### src/rtl/hazard_ctrl_fwd.sv
// hazard_ctrl_fwd: E-stage forwarding selects, load-use/legacy RAW stalls,
// single-slot MDU countdown scoreboard, jump flushes and a stall counter.
// Ports:
//   clk, rst_n               clock, synchronous active-low reset
//   rs*_D, rs*_used_D        D-stage sources and their used flags
//   mdu_op_D                 D-stage instruction is an MDU op
//   rs*_E, rd_E, *_E         E-stage sources, destination, controls
//   rd_M/W, reg_write_M/W    later-stage destinations
//   fwd_a_sel, fwd_b_sel     0 regfile, 1 M result, 2 W result
//   stall_F/D, flush_D       front-end hold / IF-ID zero
//   bubble_E                 NOP into ID-EX
//   mdu_busy/done/rd         MDU scoreboard state
//   stall_count              saturating count of stall_D cycles
module hazard_ctrl_fwd #(
    parameter int RA_W    = 5,
    parameter int MDU_LAT = 4,
    parameter int FWD_EN  = 1,
    parameter int CNT_W   = 16
) (
    input  logic            clk,
    input  logic            rst_n,
    input  logic [RA_W-1:0] rs1_D,
    input  logic [RA_W-1:0] rs2_D,
    input  logic            rs1_used_D,
    input  logic            rs2_used_D,
    input  logic            mdu_op_D,
    input  logic [RA_W-1:0] rs1_E,
    input  logic [RA_W-1:0] rs2_E,
    input  logic [RA_W-1:0] rd_E,
    input  logic            reg_write_E,
    input  logic            mem_read_E,
    input  logic            mdu_start_E,
    input  logic            jump_E,
    input  logic [RA_W-1:0] rd_M,
    input  logic            reg_write_M,
    input  logic [RA_W-1:0] rd_W,
    input  logic            reg_write_W,
    output logic [1:0]      fwd_a_sel,
    output logic [1:0]      fwd_b_sel,
    output logic            stall_F,
    output logic            stall_D,
    output logic            flush_D,
    output logic            bubble_E,
    output logic            mdu_busy,
    output logic            mdu_done,
    output logic [RA_W-1:0] mdu_rd,
    output logic [CNT_W-1:0] stall_count
);
    function automatic logic f_match(input logic [RA_W-1:0] x, input logic [RA_W-1:0] y);
        return (x == y) && (x != '0);
    endfunction

    logic [3:0]       r_cnt;
    logic             r_busy;
    logic [RA_W-1:0]  r_mdu_rd;
    logic [CNT_W-1:0] r_stall_cnt;

    // Unused sources collapse to x0, which never matches.
    logic [RA_W-1:0] w_rs1_D, w_rs2_D;
    logic            w_hit_E, w_hit_M, w_hit_mdu;
    logic            w_luse, w_raw, w_mdu_hz, w_stall, w_flush, w_done;
    logic [1:0]      w_fwd_a, w_fwd_b;

    always_comb begin
        w_rs1_D   = rs1_used_D ? rs1_D : '0;
        w_rs2_D   = rs2_used_D ? rs2_D : '0;
        w_hit_E   = f_match(rd_E, w_rs1_D) || f_match(rd_E, w_rs2_D);
        w_hit_M   = f_match(rd_M, w_rs1_D) || f_match(rd_M, w_rs2_D);
        w_hit_mdu = f_match(r_mdu_rd, w_rs1_D) || f_match(r_mdu_rd, w_rs2_D);
        w_luse    = (FWD_EN != 0) && mem_read_E && reg_write_E && w_hit_E;
        w_raw     = (FWD_EN == 0) && ((reg_write_E && w_hit_E) || (reg_write_M && w_hit_M));
        // No MDU bypass: the done cycle still stalls a dependent reader.
        w_mdu_hz  = r_busy && (w_hit_mdu || mdu_op_D);
        w_stall   = rst_n && !jump_E && (w_luse || w_raw || w_mdu_hz);
        w_flush   = rst_n && jump_E;
        w_done    = rst_n && r_busy && (r_cnt == 4'd1);
        w_fwd_a   = (FWD_EN == 0 || !rst_n) ? 2'd0 :
                    (reg_write_M && f_match(rd_M, rs1_E)) ? 2'd1 :
                    (reg_write_W && f_match(rd_W, rs1_E)) ? 2'd2 : 2'd0;
        w_fwd_b   = (FWD_EN == 0 || !rst_n) ? 2'd0 :
                    (reg_write_M && f_match(rd_M, rs2_E)) ? 2'd1 :
                    (reg_write_W && f_match(rd_W, rs2_E)) ? 2'd2 : 2'd0;
    end

    always_ff @(posedge clk) begin
        if (!rst_n) begin
            r_cnt       <= '0;
            r_busy      <= 1'b0;
            r_mdu_rd    <= '0;
            r_stall_cnt <= '0;
        end else begin
            // A jump discards the E instruction, so its MDU start is dropped.
            if (mdu_start_E && !jump_E && !r_busy) begin
                r_cnt    <= 4'(MDU_LAT);
                r_mdu_rd <= rd_E;
                r_busy   <= 1'b1;
            end else if (r_busy) begin
                r_cnt    <= r_cnt - 4'd1;
                r_busy   <= (r_cnt != 4'd1);
            end
            if (w_stall && r_stall_cnt != '1)
                r_stall_cnt <= r_stall_cnt + 1'b1;
        end
    end

    assign fwd_a_sel   = w_fwd_a;
    assign fwd_b_sel   = w_fwd_b;
    assign stall_F     = w_stall;
    assign stall_D     = w_stall;
    assign flush_D     = w_flush;
    assign bubble_E    = w_stall || w_flush;
    assign mdu_busy    = rst_n && r_busy;
    assign mdu_done    = w_done;
    assign mdu_rd      = rst_n ? r_mdu_rd : '0;
    assign stall_count = rst_n ? r_stall_cnt : '0;
endmodule

### config.mk
export PLATFORM = sky130hd
export DESIGN_NAME = hazard_ctrl_fwd
export DESIGN_NICKNAME = d
export VERILOG_FILES = /design/src/rtl/hazard_ctrl_fwd.sv
export SDC_FILE = /design/constraint.sdc
export NUM_CORES = 1
export LEC_CHECK = 0
export BUFFER_PORTS_ARGS = -buffer_cell sky130_fd_sc_hd__buf_2
export CAP_MARGIN = 40
export CORE_MARGIN = 1.5
export CORE_UTILIZATION = 51
export CTS_CLUSTER_SIZE = 40
export DETAILED_ROUTE_END_ITERATION = 12
export PLACE_DENSITY_LB_ADDON = 0.08
export SYNTH_ARGS = -nofsm -noshare
export SYNTH_HDL_FRONTEND = slang
export SYNTH_SLANG_ARGS = --single-unit
### constraint.sdc
create_clock -name clk -period 3.3 [get_ports clk]
set_input_delay 0.66 -clock clk [delete_from_list [all_inputs] [get_ports clk]]
set_output_delay 0.66 -clock clk [all_outputs]
set_load 0.005 [all_outputs]
==> flow_metrics.tcl, run 1 <==
set metrics [dict create \
    p_per_area_mw_per_mm2 260 \
    setup_viol 0 \
    grt_pass1_wl_mm 9.25 \
    vias 2201 \
    rsz0062_at_grt "no" \
    viasPerCell 5.48 \
    hpwlAfterDp_mm 4.18 \
    worstMarginPinSlew_ns 0.586 \
    grt_pass1_vias 2035 \
    drv_cap 0 \
    core_mm2 0.00432 \
    critPathSlowestCell "or4_1" \
    io_pins 77 \
    clock.fmax_ghz 0.336 \
    path_buf_inv 1 \
    timing.hold.ws_ns 0.485 \
    drtPass1Iterations 4 \
    post-route-util_pct 63.3 \
    path_cells "nor2_1, and3b_1, or4_1, o32a_4, nand2_1, or2_2, buf_2" \
    synth.net_count 329 \
    synthArstFlopShare_pct 0 \
    leakage_uw 0.00119 \
    synth_flop_cell "dfxtp_1" \
    antenna_found_initial 0 \
    area_growth_pct 20.7 \
    initial_core_util_pct 52.4 \
    die_w_um 69.7 \
    ys_seq_area_share_pct 23.0 \
    drv_slew 0 \
    grt.total_usage_pct 22.6 \
    cts_tree "built" \
    port_buffers 76 \
    synthCells 280 \
    fin_crit_sh_pct 90.2 \
    fin_tns_setup_ns 0 \
    fin_nets 400 \
    die_h_um 69.7 \
    min_from "r_stall_cnt[5]" \
    path_delay_family "simple AND/OR/NAND/NOR gates" \
    endpoint_kind "output pin" \
    status "finished clean" \
    clock_skew_ns 0.00115 \
    slew_headroom_pct 60.7 \
    worstSkewPairLatency_ns 0.27 \
    cp-startpoint "r_mdu_rd[3]" \
    grt_overflow_total 0 \
    drt_iter0_markers 113 \
    layout-drive-gt1-share_pct 28.0 \
    htreeDepth 1 \
    cp-start-kind "register" \
    synth_warnings 0 \
    critPathRequiredTime_ns 2.64 \
    synth.avg_cell_area_um2 8.10 \
    ir_drop_mv 0.247 \
    path_class "register to output pin" \
    clk_pin_slew_ns 0.09 \
    path_max_fanout 8 \
    cts.sinks 26 \
    synth-seq-cells 26 \
    cts_resized 0 \
    wl_per_cell_um 13.4 \
    cts-root-buf "clkbuf_8" \
    wl_mm 5.38 \
    grt_max_degree 21 \
    clk_path_buf_depth 2 \
    hold_viol 0 \
    route.detailed.drc 0 \
    ant_nets 0 \
    hold_class "register to register" \
    r2r-start "r_mdu_rd[3]" \
    dp.cells 398 \
    gp_congestion 0.872 \
    critPathArrivalTime_ns 2.32 \
    hold_buffers 0 \
    max_stage_delay_ns 0.51 \
    rows 24 \
    cts_buffers 3 \
    die_area_mm2 0.00485 \
    syn_area_mm2 0.00227 \
    finalCriticalPeriod_ns 2.98 \
    post_cts_buffers 0 \
    synth_edf_count 0 \
    n_antenna_cell 0 \
    ys_types 50 \
    fin_cells 402 \
]
==> worst paths after layout <==
check	endpoint	slack [ns]	cells after the start
hold reg to reg	r_stall_cnt[5]	0.49	1
setup / recovery	bubble_E	0.32	7
hold / removal	r_stall_cnt[5]	0.49	1
setup reg to reg	r_stall_cnt[10]	0.56	7
==> registers in the layout (all words and copies together), names as in the netlist <==
name / count
r_stall_cnt: 16
r_busy: 1
r_mdu_rd: 5
r_cnt: 4
==> layer usage <==
layer / global-route usage (%) / vias to the layer above / share of wire [%]
li1: - / 1140 / -
met1: 32.0 / 1002 / 49
met2: 36.9 / 57 / 46
met3: 3.92 / 2 / 4.1
met4: 3.85 / 0 / 0.46
met5: 0 / - / 0
==> final cells by class <==
class	count	area (um2)
fillers	394	1590
repair buffers	82	425
well taps	52	65.1
flip-flops and latches	26	520
inverters	13	48.8
clock buffers	4	55.1
multi-input cells	225	1620
==> through the flow <==
step | worst slack [ns] | area (um2) | total power, uW
floorplan | 0.273 | 2270 | 440
global placement | 0.433 | 2680 | 504
detailed placement | 0.379 | 2680 | 508
CTS | 0.315 | 2740 | 720
global route | 0.200 | 2740 | 752
finish | 0.325 | 2740 | 713
==> power breakdown <==
part	internal [uW]	leakage (uW)	switching (uW)
Clock	107	0.0000288	105
Combinational	81.4	0.000946	84.2
Sequential	322	0.000211	13.2
Total	511	0.00119	202
==> cell usage after synthesis, types with 4 or more instances <==
cell type | n | area (um2)
a21oi_1 | 12 | 60.1
a22oi_1 | 4 | 30.0
and2_1 | 17 | 106
buf_2 | 4 | 20.0
clkbuf_1 | 7 | 26.3
dfxtp_1 | 26 | 521
inv_1 | 13 | 48.8
mux2_1 | 8 | 90.1
mux2i_1 | 13 | 130
nand2_1 | 24 | 90.1
nand3_1 | 11 | 55.1
nand4_1 | 6 | 37.5
nor2_1 | 14 | 52.6
nor2b_1 | 14 | 87.6
nor3_1 | 5 | 25.0
nor4bb_1 | 5 | 50.1
o21ai_0 | 7 | 35.0
or4_1 | 6 | 45.0
xnor2_1 | 15 | 131
xor2_1 | 19 | 166
==> layout by cell type, fill, tap and decap left out, types with 2 or more instances in the layout <==
master and count:
inv_1 13, nor2_1 14, a22oi_1 4, o21a_1 2, o22ai_1 3, a211oi_1 3, nor4_1 3, and2_1 17
mux2i_1 13, o21ai_0 7, a21oi_1 12, nand2_1 24, clkbuf_8 4, or2_2 2, or4_1 6, nand4b_1 3
a2111oi_4 2, nor4bb_1 5, a31o_2 3, nand3_1 11, dfxtp_1 26, xnor2_1 15, xor2_1 19, buf_2 76
nand4_1 6, nor3_1 5, nor2b_1 14, buf_4 6, ha_1 3, mux2_1 8, o211ai_1 3
==> kinds of logic (layout without fill, tap and decap cells) <==
group,after synthesis,in the layout,synth area share (%)
fa+ha+maj,3,3,1.66
compound gates,48,48,17.2
simple gates,119,119,29.9
xor+xnor,34,34,13.1
buf+inv,29,99,5.52
mux,21,21,9.71
flops,26,26,23.0
Note: power is estimated with default switching activity, not from simulation.
==> inputs of run 2 (changes only) <==
--- a/config.mk
+++ b/config.mk
@@ -11,6 +11,7 @@
 export CORE_UTILIZATION = 51
 export CTS_CLUSTER_SIZE = 40
 export DETAILED_ROUTE_END_ITERATION = 12
+export GPL_TIMING_DRIVEN = 0
 export PLACE_DENSITY_LB_ADDON = 0.08
 export SYNTH_ARGS = -nofsm -noshare
 export SYNTH_HDL_FRONTEND = slang
==> flow_metrics.tcl, run 2 (synthesis results as in run 1) <==
set metrics [dict create \
    fin_crit_sh_pct 96.8 \
    p_clk_share_pct 34.6 \
    largest_reg_flops 16 \
    worstMarginPinSlew_ns 0.761 \
    drv_cap 0 \
    hold_viol 0 \
    layout_commonest_cell "buf_2" \
    grt_overflow_total 0 \
    die_w_um 69.7 \
    ir_drop_mv 0.287 \
    layout-drive-gt1-share_pct 28.9 \
    drv_slew 0 \
    hpwlAfterDp_mm 4.20 \
    clk_pin_slew_ns 0.10 \
    viasPerCell 5.43 \
    port_buffers 75 \
    fin_ws_ns 0.104 \
    vias 2236 \
    switching_share_pct 26.3 \
    io_pins 77 \
    dpl_worst_slack_ns -0.286 \
    cts.sinks 26 \
    total_power_uw 772 \
    drt_iter0_markers 101 \
    cts-root-buf "clkbuf_8" \
    wl_mm 5.23 \
    path_max_fanout 10 \
    critPathArrivalTime_ns 2.54 \
    status "finished clean" \
    ant_nets 0 \
    drtPass1Iterations 4 \
    rows 24 \
    n_antenna_cell 0 \
    power_frac_comb_pct 22.7 \
    hold_class "register to register" \
    clock_skew_ns 0.00895 \
    die_area_mm2 0.00485 \
    grt.total_usage_pct 22.0 \
    critPathSlowestCell "or4_1" \
    grt_pass1_wl_mm 9.00 \
    cp-start-kind "register" \
    finalCriticalPeriod_ns 3.20 \
    htreeDepth 1 \
    route.detailed.drc 0 \
    path_cells "clkbuf_4, nor2_1, and3b_1, or4_1, o32a_4, buf_4, nand2_1, or2_2, buf_2" \
    worstSkewPairLatency_ns 0.28 \
    layout_common_cells "78 x buf_2, 24 x nand2_1, 24 x dfxtp_1" \
    antenna_found_initial 0 \
    gp_congestion 0.862 \
    clock.fmax_ghz 0.313 \
    die_h_um 69.7 \
    p_seq_share_pct 42.7 \
    core_mm2 0.00432 \
    grt_max_degree 16 \
    p_per_area_mw_per_mm2 276 \
    fin_nets 410 \
    critPathRequiredTime_ns 2.64 \
    reg_top3 "r_stall_cnt: 16 flops, r_mdu_rd: 5 flops, r_cnt: 4 flops" \
    largest-register "r_stall_cnt" \
    slew_headroom_pct 49.0 \
    leakage_uw 0.00122 \
    endpoint_kind "output pin" \
    max_stage_delay_ns 0.52 \
    path_class "register to output pin" \
    power_switching_uw 203 \
    clk_path_buf_depth 2 \
    internal_power_uw 569 \
    wl_per_cell_um 12.7 \
    cts_buffers 3 \
    grt_pass1_vias 2033 \
    setup_viol 0 \
    area_growth_pct 23.4 \
    cts_tree "built" \
    initial_core_util_pct 52.4 \
]
run 2: cell count changes in the layout (fill, tap and decap cells not counted), sizes merged:
cell,change
buf,+3
clkbuf,+6
bufinv,+1
run 2: layout make-up:
cell class	instances	area, um2
flip-flops and latches	26	523
fillers	406	1530
inverters	13	48.8
clock buffers	3	41.3
well taps	52	65.1
repair buffers	77	390
clock inverters	1	30.0
plain buffers	15	76.3
multi-input cells	225	1620
run 2: path summary, 6_finish.rpt:
kind	start	slack [ns]	end	cells after the start
min	r_stall_cnt[5]	0.47	r_stall_cnt[5]	1
min reg2reg	r_stall_cnt[5]	0.47	r_stall_cnt[5]	1
max	r_mdu_rd[0]	0.10	bubble_E	9
max reg2reg	r_mdu_rd[0]	0.79	r_stall_cnt[15]	8
run 2: worst max-delay path, delay by kind of cell (launching register included):
family	cells	cell delay [ns]
flip-flops	1	0.31
AND/OR/NAND/NOR	5	1.02
AO/OA/AOI/OAI	1	0.46
buffers and inverters	3	0.48
run 2: routing by layer:
layer / routed length [um] / GRT usage, % / share of wire (%) / vias to the layer above
met5: 0 / 0 / 0 / -
met4: 29 / 2.78 / 0.55 / 0
met3: 252 / 3.63 / 4.8 / 4
met2: 2430 / 38.4 / 46 / 58
met1: 2520 / 29.5 / 48 / 1013
li1: - / - / - / 1161
run 2: power by group through the flow:
stage,logic (uW),clock network [uW],registers [uW]
after global placement,171,0,337
after CTS,175,272,330
after global routing,197,286,331
after detailed placement,175,0,337
after floorplan,105,0,335
final,175,267,330
run 2: metrics by stage:
step                      hold WS, ns  setup TNS, ns  util [%]  cells  cell area [um2]
final                           0.471              0      64.7    412             2800
after detailed placement        0.457         -0.407      62.6    407             2710
after global routing            0.506     -0.0000813      64.7    412             2800
after global placement          0.449         -0.294      62.6    407             2710
after CTS                       0.470              0      64.2    410             2780
after floorplan                 0.430              0         -    280             2270
run 2: repair_timing:
item                                    in CTS  in global routing
gates resized for setup                      1                  5
buffers inserted                             0                  2
pin swaps                                    1                  1
endpoints found under the setup margin       2                  2
hold buffers                                 0                  0
==> inputs of run 3 (changes only) <==
--- a/config.mk
+++ b/config.mk
@@ -8,7 +8,7 @@
 export BUFFER_PORTS_ARGS = -buffer_cell sky130_fd_sc_hd__buf_2
 export CAP_MARGIN = 40
 export CORE_MARGIN = 1.5
-export CORE_UTILIZATION = 51
+export CORE_UTILIZATION = 55
 export CTS_CLUSTER_SIZE = 40
 export DETAILED_ROUTE_END_ITERATION = 12
 export GPL_TIMING_DRIVEN = 0
==> constraint.sdc (replaced) <==
create_clock -name clk -period 4.1 [get_ports clk]
set_input_delay 0.82 -clock clk [delete_from_list [all_inputs] [get_ports clk]]
set_output_delay 0.82 -clock clk [all_outputs]
set_load 0.005 [all_outputs]
==> flow_metrics.tcl, run 3 (synthesis results as in run 1) <==
set metrics [dict create \
    ant_nets 0 \
    p_per_area_mw_per_mm2 207 \
    post_cts_buffers 0 \
    gp_congestion 0.850 \
    hold_viol 0 \
    slew_headroom_pct 49.9 \
    wl_mm 5.29 \
    die_h_um 67.2 \
    cts.sinks 26 \
    route.detailed.drc 0 \
    finalCriticalPeriod_ns 3.83 \
    path_max_fanout 10 \
    clock.fmax_ghz 0.261 \
    cts_buffers 3 \
    cts-root-buf "clkbuf_8" \
    n_fill_cell 356 \
    wl_per_cell_um 12.9 \
    worstMarginPinSlew_ns 0.747 \
    r2r-start "r_mdu_rd[4]" \
    hpwlAfterDp_mm 4.15 \
    critPathArrivalTime_ns 3.01 \
    hold_buffers 0 \
    setup_viol 0 \
    cts_resized 0 \
    r2r_end "r_stall_cnt[15]" \
    largest-register "r_stall_cnt" \
    layout_commonest_cell "buf_2" \
    viasPerCell 5.54 \
    min_from "r_stall_cnt[5]" \
    n_antenna_cell 0 \
    grt_pass1_wl_mm 8.45 \
    rr_worst_depth 7 \
    io_pins 77 \
    htreeDepth 1 \
    cts_tree "built" \
    core_mm2 0.00397 \
    rsz0062_at_grt "no" \
    initial_core_util_pct 57.1 \
    port_buffers 75 \
    critPathRequiredTime_ns 3.28 \
    drv_cap 0 \
    drtPass1Iterations 4 \
    seqCellArea_um2 520 \
    hold_path_end "r_stall_cnt[5]" \
    fin_crit_sh_pct 93.5 \
    status "finished clean" \
    total_power_uw 572 \
    grt_pass1_vias 1943 \
    area_growth_pct 21.7 \
    die_w_um 67.2 \
    reg_top3 "r_stall_cnt: 16 flops, r_mdu_rd: 5 flops, r_cnt: 4 flops" \
    grt.total_usage_pct 23.7 \
    clock_skew_ns 0.00374 \
    leakage_uw 0.00120 \
    clk_path_buf_depth 2 \
    path_class "primary input to output pin" \
    reg2reg_slack_ns 1.55 \
    endpoint_kind "output pin" \
    layout-drive-gt1-share_pct 27.3 \
    drv_slew 0 \
    cp-start-kind "primary input" \
    largest_reg_flops 16 \
    worstSkewPairLatency_ns 0.27 \
    fin_nets 409 \
    die_area_mm2 0.00452 \
    grt_overflow_total 0 \
    hold_path_depth 1 \
    antenna_found_initial 0 \
    hold_class "register to register" \
    clk_pin_slew_ns 0.09 \
    fin_tns_setup_ns 0 \
    layout_common_cells "79 x buf_2, 26 x dfxtp_1, 24 x nand2_1" \
    rows 23 \
    grt_max_degree 15 \
    fin_ws_ns 0.268 \
    ir_drop_mv 0.199 \
    drt_iter0_markers 105 \
    dpl_worst_slack_ns 0.258 \
    vias 2265 \
    multi_input_area_mm2 0.00162 \
    cp-startpoint "rs1_used_D" \
]
run 3: per-stage QoR:
stage	util, %	instances	area [um2]	hold slack (ns)
finish	69.5	409	2760	0.466
global route	69.5	409	2760	0.486
CTS	69.5	409	2760	0.466
detailed placement	68.1	405	2710	0.451
global placement	68.1	405	2710	0.446
floorplan	-	280	2270	0.430
run 3: layer usage:
metal | GRT usage, % | wire length, um
met1 | 31.9 | 2510
met2 | 40.5 | 2510
met3 | 3.83 | 254
met4 | 4.08 | 25
met5 | 0 | 0
run 3: power by group:
part	internal [uW]	switching, uW	leakage [uW]
registers	259	6.03	0.000211
logic	66.8	74.3	0.000958
clock network	85.9	79.2	0.0000288
run 3: how the worst max path moves through the flow:
stage,endpoint,slack [ns],cells past startpoint
after global routing,bubble_E,0.05,9
after floorplan,bubble_E,0.75,7
after global placement,bubble_E,0.25,9
final,bubble_E,0.27,9
after detailed placement,bubble_E,0.26,9
after CTS,bubble_E,0.26,9
run 3: worst max-delay path, cell delays in order:
cell and delay [ns]:
buf_2 0.08, clkbuf_1 0.28, o21ai_0 0.18, a221oi_1 0.28, o32a_1 0.48, buf_2 0.31
nand2_1 0.15, or2_2 0.31, buf_2 0.12
run 3: layout make-up:
type                       count  area share, %
timing repair buffer          75           13.6
inverter                      13           1.77
multi-input combinational    225           58.7
buffer                        16           2.77
sequential                    26           18.9
clock buffer                   4           1.99
tap                           50           2.27
